[config.mk]
export PLATFORM = sky130hd
export DESIGN_NAME = counter_mod_updown
export DESIGN_NICKNAME = d
export VERILOG_FILES = /design/src/rtl/counter_mod_updown.sv
export SDC_FILE = /design/constraint.sdc
export NUM_CORES = 1
export LEC_CHECK = 0
export BUFFER_PORTS_ARGS = -buffer_cell sky130_fd_sc_hd__buf_2
export CAP_MARGIN = 15
export CORE_MARGIN = 5
export CORE_UTILIZATION = 50
export DETAILED_ROUTE_END_ITERATION = 8
export GPL_TIMING_DRIVEN = 1
export PLACE_DENSITY = 0.77
export SLEW_MARGIN = 20
export SYNTH_ARGS = -nofsm -noshare
export SYNTH_HDL_FRONTEND = slang
export SYNTH_SLANG_ARGS = --single-unit
[constraint.sdc]
create_clock -name clk -period 2.35 [get_ports clk]
set_input_delay 0.47 -clock clk [delete_from_list [all_inputs] [get_ports clk]]
set_output_delay 0.47 -clock clk [all_outputs]
set_load 0.01 [all_outputs]
[src/rtl/counter_mod_updown.sv]
`default_nettype none
// +----------------------------------------------------------------------------+
// | counter_mod_updown: modulo-limit up/down counter, clear/load, one-shot.    |
// | Rev 1.0. Define COUNTER_PRESCALE_EN for a PRESCALE-cycle step divider.     |
// +----------------------------------------------------------------------------+
module counter_mod_updown #(
  parameter int BITS     = 4,
  parameter int PRESCALE = 1
) (
  input  logic            clk,
  input  logic            rst,
  input  logic            clr,
  input  logic            en,
  input  logic            up,
  input  logic            oneshot,
  input  logic            load,
  input  logic [BITS-1:0] load_val,
  input  logic [BITS-1:0] limit,
  output logic [BITS-1:0] q,
  output logic            tick,
  output logic            done,
  output logic            running
);

  localparam logic [0:0] ST_RUN  = 1'b0;
  localparam logic [0:0] ST_HALT = 1'b1;

  if (PRESCALE < 1 || PRESCALE > 65535) begin : g_bad_prescale
    $error("counter_mod_updown: PRESCALE out of range");
  end

  logic [0:0]      state_q, state_d;
  logic [BITS-1:0] count_q, count_d;
  logic            step_strobe;
  logic            step;
  logic            terminal;
  logic            run_en;

  assign run_en = (state_q == ST_RUN) && en;

`ifdef COUNTER_PRESCALE_EN
  localparam int              PS_W    = (PRESCALE > 1) ? $clog2(PRESCALE) : 1;
  localparam logic [PS_W-1:0] PS_LAST = PS_W'(PRESCALE - 1);

  logic [PS_W-1:0] presc_q, presc_d;

  assign step_strobe = (presc_q == PS_LAST);

  always_comb begin
    presc_d = presc_q;
    if (clr || load) begin
      presc_d = '0;
    end else if (run_en) begin
      presc_d = step_strobe ? '0 : presc_q + PS_W'(1);
    end
  end

  always_ff @(posedge clk or posedge rst) begin
    if (rst) begin
      presc_q <= '0;
    end else begin
      presc_q <= presc_d;
    end
  end
`else
  assign step_strobe = 1'b1;
`endif

  // >= in the up direction keeps a runtime limit drop below q from running away.
  assign terminal = up ? (count_q >= limit) : (count_q == '0);
  assign step     = run_en && step_strobe;
  assign tick     = step && terminal;

  always_comb begin
    count_d = count_q;
    state_d = state_q;
    if (clr) begin
      count_d = '0;
      state_d = ST_RUN;
    end else if (load) begin
      count_d = (load_val > limit) ? limit : load_val;
      state_d = ST_RUN;
    end else if (step) begin
      if (terminal && oneshot) begin
        state_d = ST_HALT;
      end else if (up) begin
        count_d = terminal ? '0 : count_q + BITS'(1);
      end else begin
        count_d = terminal ? limit : count_q - BITS'(1);
      end
    end
  end

  always_ff @(posedge clk or posedge rst) begin
    if (rst) begin
      count_q <= '0;
      state_q <= ST_RUN;
    end else begin
      count_q <= count_d;
      state_q <= state_d;
    end
  end

  assign q       = count_q;
  assign done    = (state_q == ST_HALT);
  assign running = (state_q == ST_RUN);

endmodule
`default_nettype wire

==> results.yml <==
worst_setup_path:
  crit_fanout: 5
  cp.arrival_ns: 1.76
  path_class: "flip-flop to output port"
  worstPathRequired_ns: 1.88
  cp-start-kind: "flip-flop"
  crit_path_end_kind: "output port"
  timing.critical_path.cells: "inv_1 -> ha_2 -> or3b_4 -> nor2_2 -> a21oi_1 -> nor2_1 -> buf_2"
  slowest_delay_ns: 0.42
  cp_slowest_cell: "or3b_4"
grt:
  grt.total_usage: 0.174
  grt_max_degree: 10
  grt_first_pass_wirelength_um: 2850
  overflow: 0
  grt_pass1_vias: 649
  antenna_found_initial: 0
final_layout:
  fin_nets: 137
  area_delta_synth_final_pct: 22.2
  layout-drive-gt1-share: 0.360
  final_cell_mix: "21 x buf_2, 10 x inv_1, 9 x ha_1"
  layout_commonest_cell: "buf_2"
  diodes: 0
  fillers: 130
timing:
  finalHoldViolations: 0
  rsz0062_at_grt: "false"
  tns_ns: 0
  clock-skew-final_ns: 0.00187
  drv_slew: 0
  setup-violations-final: 0
  tightest_slew_ns: 0.467
  period_needed_ns: 2.23
  max_slew_margin: 0.686
  finalCritPeriodShare: 0.947
  timing.fmax_mhz: 449
synth:
  yosysWarnings: 0
  synthesis.instances: 85
  yosys-top-cells-area: "dfrtp_1 17%, ha_1 17%, mux2i_1 5.6%"
  synthFlopType: "dfrtp_1"
  synth_area_um2: 721
  synth_seq_area_share: 0.174
  synthMuxAreaShare: 0.0712
  synthAdderAreaFrac: 0.174
  synthSimpleGateAreaFrac: 0.236
  yosys.area.top_type: "dfrtp_1"
  synth_fp_nets: 110
  synth_edf_count: 0
  synthXorXnorAreaFrac: 0.0243
  synth.top_cell.area_share: 0.174
  ys_types: 37
  synthArstFlopShare: 1.00
  synth_top_family_by_area: "compound AO/OA/AOI/OAI gates"
  synth_seq_cells: 5
  avgSynthCellArea_um2: 8.48
  synth_compound_area_frac: 0.243
power:
  power_uw: 434
  leakage_uw: 0.000436
  ir_drop_v: 0.000271
  pwr_density_cell_nw_per_um2: 492
routing:
  postRouteAntennaNets: 0
  vias: 709
  drc_errors: 0
  viasPerCell: 5.63
  drt_pass1_iterations: 4
  drt-initial-drc-count: 9
  totalWireLength_um: 1750
  routedWlPerCell_um: 13.9
floorplanning:
  io_pins: 22
  rows: 13
  initial_core_util: 0.540
  die_area_um2: 2300
  fp.coreArea_um2: 1330
  fp.dieH_um: 48.0
  die_w_um: 48.0
clock_tree:
  root_buffer: "clkbuf_4"
  cts_tree: "built"
  clk_pin_slew_ns: 0.04
  cts_sinks: 5
  clock_path_buffers: 2
  htreeDepth: 1
  numCtsBuffers: 3
  worst_skew_pair.late_latency_ns: 0.24
placed_design:
  finalWeightedCongestion: 0.898
  portBuffers: 21
  dp.final_hpwl_um: 1510
status:
  status: "complete, no violations"
min_path:
  worstHoldPathType: "primary input to asynchronous set/reset pin"
run:
  drv_cap: 0
-- final cells by class --
| class | count | area [um2] | share of cell area |
|---|---|---|---|
| clock buffers | 4 | 26.3 | 0.0298 |
| inverters | 10 | 37.5 | 0.0426 |
| flip-flops and latches | 5 | 126 | 0.143 |
| well taps | 15 | 18.8 | 0.0213 |
| repair buffers | 24 | 128 | 0.145 |
| multi-input cells | 68 | 544 | 0.618 |
-- stage by stage --
step / setup WS [ns] / cells / area [um2] / util / hold WS (ns)
after global routing: 0.00149 / 126 / 881 / 0.660 / 0.134
after CTS: 0.00612 / 125 / 868 / 0.651 / 0.117
final: 0.125 / 126 / 881 / 0.660 / 0.118
after detailed placement: 0.202 / 121 / 841 / 0.630 / 0.378
after global placement: 0.231 / 121 / 841 / 0.630 / 0.373
after floorplan: 0.339 / 85 / 721 / - / 0.249
-- cell usage after synthesis (2+ instances only) --
library cell / instances
ha_1: 10
inv_1: 10
nor2_1: 9
a21oi_1: 6
dfrtp_1: 5
mux2i_1: 4
o21ai_0: 4
o211ai_1: 3
a211oi_1: 2
nand2_1: 2
nand2b_1: 2
nor3b_2: 2
o32ai_1: 2
-- kinds of logic (layout without fill, tap and decap cells) --
logic type                 Yosys count  in the layout
and+or+nand+nor                     27             27
buffers and inverters               12             38
adders and majority gates           10             10
DFF                                  5              5
xor gates and xnor gates             2              2
AOI/OAI and AO/OA                   24             24
muxes                                5              5
-- final timing paths --
| path | slack, ns | end | start | cells past startpoint |
|---|---|---|---|---|
| min | 0.12 | q[3] | rst | 2 |
| max reg2reg | 0.34 | q[1] | q[2] | 6 |
| min in group clk | 0.52 | done | en | 3 |
| max | 0.12 | tick | q[1] | 7 |
| max in group asynchronous | 2.04 | q[1] | rst | 2 |
| min reg2reg | 0.58 | done | done | 2 |
-- registers in the layout, indices dropped and copies added, names as in the netlist --
| signal | cells |
|---|---|
| q | 4 |
| done | 1 |
-- metal layers --
| layer | wire (um) | track usage | up-vias |
|---|---|---|---|
| li1 | - | - | 371 |
| met1 | 819 | 0.236 | 323 |
| met2 | 844 | 0.293 | 15 |
| met3 | 89 | 0.0376 | 0 |
| met4 | 0 | 0.0161 | 0 |
| met5 | 0 | 0 | - |
-- where the power goes --
part	total [uW]	switching (uW)	internal, uW
logic	226	118	109
registers	109	13.4	95.6
clock network	98.3	34.2	64.1
-- timing repair --
action | CTS | global route
setup buffers | 0 | 1
hold buffers | 0 | 0
endpoints found under the setup margin | 1 | 1
gates resized for setup | 1 | 2
-- critical path: cells and delay by family (launching register included) --
family,cells,cell delay (ns)
and+or+nand+nor,3,0.61
DFF,1,0.41
buffers and inverters,2,0.21
adders and majority gates,1,0.21
AOI/OAI and AO/OA,1,0.06
Note: power is estimated with default switching activity, not from simulation.
